==> src/rtl/cp0_pkg.sv <==
// Shared CP0 definitions: register numbers, PRId value, SR/Cause field positions,
// ExcCode values and the exception-level state encoding.
package cp0_pkg;

   localparam logic [4:0]  REG_SR     = 5'd12;
   localparam logic [4:0]  REG_CAUSE  = 5'd13;
   localparam logic [4:0]  REG_EPC    = 5'd14;
   localparam logic [4:0]  REG_PRID   = 5'd15;
   localparam logic [31:0] PRID_VALUE = 32'h4C59_0001;

   localparam int SR_IE_BIT     = 0;
   localparam int SR_EXL_BIT    = 1;
   localparam int SR_IM_LSB     = 10;
   localparam int CAUSE_EXC_LSB = 2;
   localparam int CAUSE_IP_LSB  = 10;
   localparam int CAUSE_BD_BIT  = 31;

   localparam logic [4:0] EXC_INT  = 5'd0;
   localparam logic [4:0] EXC_ADEL = 5'd4;
   localparam logic [4:0] EXC_ADES = 5'd5;
   localparam logic [4:0] EXC_RI   = 5'd10;
   localparam logic [4:0] EXC_OV   = 5'd12;

   typedef enum logic {
      ST_NORMAL  = 1'b0,
      ST_HANDLER = 1'b1
   } cp0_state_e;

endpackage

==> src/rtl/cp0_exc_prio.sv <==
// Decides whether the M-stage instruction traps this cycle and with which ExcCode;
// a pending interrupt outranks a synchronous exception.
module cp0_exc_prio
   import cp0_pkg::*;
(
   input  logic [5:0] hw_int,
   input  logic [5:0] im,
   input  logic       ie,
   input  logic       exl,
   input  logic       m_valid,
   input  logic       exc_m,
   input  logic [4:0] exc_code_m,
   output logic       take,
   output logic [4:0] take_code
);

   logic int_pend;

   assign int_pend  = (|(hw_int & im)) & ie & ~exl;
   assign take      = m_valid & ~exl & (int_pend | exc_m);
   assign take_code = int_pend ? EXC_INT : exc_code_m;

endmodule

==> src/rtl/cp0_ctrl.sv <==
// Coprocessor-0 control: SR/Cause/EPC/PRId, exception entry and eret, mtc0/mfc0 access.
module cp0_ctrl
   import cp0_pkg::*;
(
   input  logic        clk,
   input  logic        reset,
   input  logic [5:0]  hw_int,
   input  logic        m_valid,
   input  logic [31:0] pc_m,
   input  logic        bd_m,
   input  logic        exc_m,
   input  logic [4:0]  exc_code_m,
   input  logic        eret_m,
   input  logic        we,
   input  logic [4:0]  waddr,
   input  logic [4:0]  raddr,
   input  logic [31:0] wdata,
   output logic        int_req,
   output logic [31:0] epc,
   output logic [31:0] rdata,
   output logic        exl
);

   cp0_state_e  state;
   logic [5:0]  im;
   logic        ie;
   logic [5:0]  ip;
   logic [4:0]  exc_code;
   logic        bd;
   logic [31:0] epc_q;
   logic        take;
   logic [4:0]  take_code;
   logic        wr_sr;
   logic        wr_epc;

   assign exl    = state;
   assign epc    = epc_q;
   assign wr_sr  = we && (waddr == REG_SR);
   assign wr_epc = we && (waddr == REG_EPC);

   cp0_exc_prio u_prio (
      .hw_int     (hw_int),
      .im         (im),
      .ie         (ie),
      .exl        (exl),
      .m_valid    (m_valid),
      .exc_m      (exc_m),
      .exc_code_m (exc_code_m),
      .take       (take),
      .take_code  (take_code)
   );

   // Suppressed during reset so a trapping M-stage op cannot flush while held in reset.
   assign int_req = take & reset;

   always_ff @(posedge clk or negedge reset) begin
      if (!reset) begin
         state    <= ST_NORMAL;
         im       <= '0;
         ie       <= 1'b0;
         ip       <= '0;
         exc_code <= '0;
         bd       <= 1'b0;
         epc_q    <= '0;
      end else begin
         ip <= hw_int;
         if (wr_sr) begin
            im <= wdata[SR_IM_LSB +: 6];
            ie <= wdata[SR_IE_BIT];
         end
         // Exception entry owns EXL/EPC/Cause; otherwise mtc0 beats eret for EXL.
         if (take) begin
            state    <= ST_HANDLER;
            exc_code <= take_code;
            bd       <= bd_m;
            epc_q    <= bd_m ? (pc_m - 32'd4) : pc_m;
         end else begin
            if (wr_sr)
               state <= wdata[SR_EXL_BIT] ? ST_HANDLER : ST_NORMAL;
            else if (eret_m && m_valid && state == ST_HANDLER)
               state <= ST_NORMAL;
            if (wr_epc)
               epc_q <= {wdata[31:2], 2'b00};
         end
      end
   end

   always_comb begin
      rdata = '0;
      case (raddr)
         REG_SR: begin
            rdata[SR_IM_LSB +: 6] = im;
            rdata[SR_EXL_BIT]     = exl;
            rdata[SR_IE_BIT]      = ie;
         end
         REG_CAUSE: begin
            rdata[CAUSE_BD_BIT]        = bd;
            rdata[CAUSE_IP_LSB +: 6]   = ip;
            rdata[CAUSE_EXC_LSB +: 5]  = exc_code;
         end
         REG_EPC:  rdata = epc_q;
         REG_PRID: rdata = PRID_VALUE;
         default:  rdata = '0;
      endcase
   end

endmodule

==> config.mk <==
export PLATFORM = sky130hd
export DESIGN_NAME = cp0_ctrl
export DESIGN_NICKNAME = d
export VERILOG_FILES = /design/src/rtl/cp0_pkg.sv /design/src/rtl/cp0_exc_prio.sv /design/src/rtl/cp0_ctrl.sv
export SDC_FILE = /design/constraint.sdc
export NUM_CORES = 1
export LEC_CHECK = 0
export BUFFER_PORTS_ARGS = -buffer_cell sky130_fd_sc_hd__buf_4
export CORE_MARGIN = 2
export CORE_UTILIZATION = 51
export CTS_CLUSTER_DIAMETER = 150
export CTS_CLUSTER_SIZE = 12
export DETAILED_ROUTE_END_ITERATION = 8
export GPL_TIMING_DRIVEN = 1
export HOLD_SLACK_MARGIN = 0.03
export PLACE_DENSITY = 0.94
export SLEW_MARGIN = 30
export SYNTH_ARGS = -nofsm -noshare
export SYNTH_HDL_FRONTEND = slang
export SYNTH_HIERARCHICAL = 1
export SYNTH_SLANG_ARGS = --single-unit
==> constraint.sdc <==
create_clock -name clk -period 2.75 [get_ports clk]
set_input_delay 0.4125 -clock clk [delete_from_list [all_inputs] [get_ports clk]]
set_output_delay 0.4125 -clock clk [all_outputs]
set_load 0.1 [all_outputs]
==> results_dict.tcl <==
set metrics [dict create \
    outcome "complete, no violations" \
    fin_crit_ps 2530 \
    finalHoldViolCount 0 \
    antenna_cells 0 \
    hold_class "in2reg" \
    path_class "in2out" \
    r2r-start "im[0]" \
    power_density_nw_per_um2 857 \
    cts.htree.levels 2 \
    whs_path_depth 1 \
    slowest_stage "nor2b_1" \
    p_sw_share_pct 57.1 \
    tightest_slew_ps 699 \
    syn_area_um2 3340 \
    grt_max_degree 53 \
    fp-row-count 29 \
    regToRegEndpoint "epc[24]" \
    path_cells "buf_4 > nand2_1 > nor3b_1 > nor2b_1 > a22o_1 > buf_4" \
    portBuffers 157 \
    max_stage_delay_ps 530 \
    ctsHoldBuffers 0 \
    grt_pass1_vias 3676 \
    fin_nets 603 \
    clk_pin_slew_worst_paths_ps 100 \
    dr.first_iter.drc_count 283 \
    min_to "ip[2]" \
    grt_pass1_wl_mm 18.3 \
    final_cells 588 \
    cts_resized 0 \
    cp.arrival_ps 2120 \
    synth_edf_count 0 \
    r2r_slack_ps 820 \
    core_um2 6350 \
    p_leak_nw 2.24 \
    wl_per_cell_um 19.3 \
    area_growth_pct 42.4 \
    ys_top_cells_by_area "dfrtp_1 39%, and3_1 7.3%, a211oi_1 6.3%" \
    numCtsBuffers 5 \
    skew_ps 10.5 \
    setup_viol 0 \
    yosysTopAreaCell "dfrtp_1" \
    cts.path.max_buffers 2 \
    power.switching_mw 2.33 \
    hpwl_mm 8.57 \
    vdd_drop_max_mv 0.804 \
    grt_overflow 0 \
    internal-power_mw 1.75 \
    max_slew_margin_pct 53.0 \
    utilization_pct 74.9 \
    syn_nets 454 \
    die-area_um2 7210 \
    drive_gt1_share_pct 41.3 \
    ys.flop_type "dfrtp_1" \
    report.final.slew_viol_count 0 \
    worstSkewPairLatency_ps 310 \
    p_clk_share_pct 10.8 \
    cts_setup_buffers 0 \
    grt_use_total_pct 31.6 \
    drc 0 \
    required_ps 2340 \
    vias 3783 \
    dr.pass1.iters 5 \
    rsz0062_at_grt "false" \
    antenna_found_initial 0 \
    cts_tree "yes" \
    ys_seq_area_share_pct 39.0 \
    num_io_pins 158 \
    yosys_warnings 6 \
    cp_common_cell "buf_4" \
    power_mw 4.08 \
    end_kind "output port" \
    finalSetupTns_ps 0 \
    start_kind "input port" \
    die_y_um 84.9 \
    hold_start "hw_int[2]" \
    die_w_um 84.9 \
    fillers 492 \
    worst_slack_ps 222 \
    post-route-period-util_pct 91.9 \
    max_freq_mhz 396 \
    post-place-ws_ps 229 \
    cap_violations 0 \
    p_comb_share_pct 59.1 \
    syn_inst 361 \
    ys_async_sr_fraction_pct 100 \
    cts.sinks 52 \
    ys_types 49 \
    ys_ff_latch 52 \
    start_util_pct 52.6 \
    seqPwrFrac_pct 30.1 \
    cts_root_buffer "clkbuf_8" \
    syn_area_per_cell_um2 9.25 \
    ant_nets 0 \
    place_congestion 0.868 \
    worstPathMaxFanout 6 \
    totalWireLength_mm 11.3 \
    via_per_inst 6.43 \
    rr_worst_depth 7 \
    yosysTopAreaCellShare_pct 39.0 \
    dp_cells 580 \
]
-- worst max-delay path: cells and delay by family --
kind | cells | cell delay (ps)
simple gates | 3 | 1120
buf+inv | 2 | 360
compound gates | 1 | 220
-- power groups by stage --
| stage | combinational (mW) | sequential (mW) | clock (mW) |
|---|---|---|---|
| final | 2.41 | 1.23 | 0.440 |
| after global routing | 2.50 | 1.26 | 0.487 |
| after CTS | 2.41 | 1.23 | 0.448 |
| after detailed placement | 2.41 | 1.24 | 0 |
| after global placement | 2.38 | 1.23 | 0 |
| after floorplan | 0.514 | 2.50 | 0 |
-- registers in the layout, summed over array words and instances, names as in the netlist --
name,cells
epc,32
im,6
ip,6
exc_code,5
bd,1
exl,1
ie,1
-- through the flow --
| stage | hold slack, ps | area [um2] |
|---|---|---|
| after CTS | 206 | 4760 |
| after global routing | 194 | 4760 |
| after detailed placement | 497 | 4670 |
| final | 212 | 4760 |
| after global placement | 495 | 4670 |
| after floorplan | 117 | 3390 |
-- cell type report --
class	count	area [um2]	area share, %
clock inverter	2	16.3	0.342
multi-input combinational	273	1960	41.2
clock buffer	6	72.6	1.53
sequential	52	1300	27.4
inverter	7	26.3	0.552
tap	77	96.3	2.03
timing repair buffer	171	1280	27.0
-- worst max path at each step --
stage                     cells after the start  startpoint        end
after floorplan                               5    raddr[3]   rdata[0]
after global placement                        6    raddr[3]  rdata[31]
after detailed placement                      5    pc_m[14]    epc[31]
after CTS                                     6    raddr[3]   rdata[6]
after global routing                          6    raddr[3]   rdata[2]
final                                         6    raddr[3]   rdata[6]
-- logic make-up after synthesis --
group                    Yosys count  share of synthesized area (%)
flip-flops                        52                           39.0
buffers and inverters             36                           4.12
AND/OR/NAND/NOR                  134                           24.5
AO/OA/AOI/OAI                    112                           24.2
adder cells (fa/ha/maj)            1                          0.374
multiplexers                      17                           5.58
XOR/XNOR                           9                           2.36
-- cells in the mapped netlist, types with 2 or more instances --
library cell  count
nand4_1           3
a22o_1            6
clkbuf_1         26
nand3_1           4
xor2_1            7
a311oi_1          2
a22oi_1           5
or4_4             2
nor4_1            4
mux2_2           13
or4_1            15
o2bb2ai_1         3
and3_1           39
mux2i_1           4
nor3_1            7
xnor2_1           2
or3_1            12
o31ai_1          12
inv_1             7
a211oi_1         28
dfrtp_1          52
or2_2             3
nand2_1          20
a21o_1            7
nor2b_1           8
o32ai_1           2
buf_2             2
or2_1             2
nor2_1            5
a31oi_1          18
o21ai_0           9
and2_0            2
a21oi_1          12
a221oi_1          3
-- routing by layer --
metal | global-route usage (%) | part of all wire [%] | vias to the layer above | wire length [um]
li1 | - | - | 1709 | -
met1 | 41.1 | 38 | 1828 | 4300
met2 | 53.9 | 51 | 215 | 5760
met3 | 4.38 | 8.2 | 31 | 930
met4 | 11.5 | 3.0 | 0 | 335
met5 | 0 | 0 | - | 0
-- cells in the final DEF, fill, tap and decap left out, drive strengths merged, types with 8 or more instances in the layout --
master / instances
a31oi: 18
nor2b: 8
buf: 171
o21ai: 9
nand2: 20
and3: 39
or3: 12
a21oi: 12
mux2: 13
dfrtp: 52
or4: 17
a211oi: 28
o31ai: 12
No activity file was read; power rests on OpenSTA's default activity.
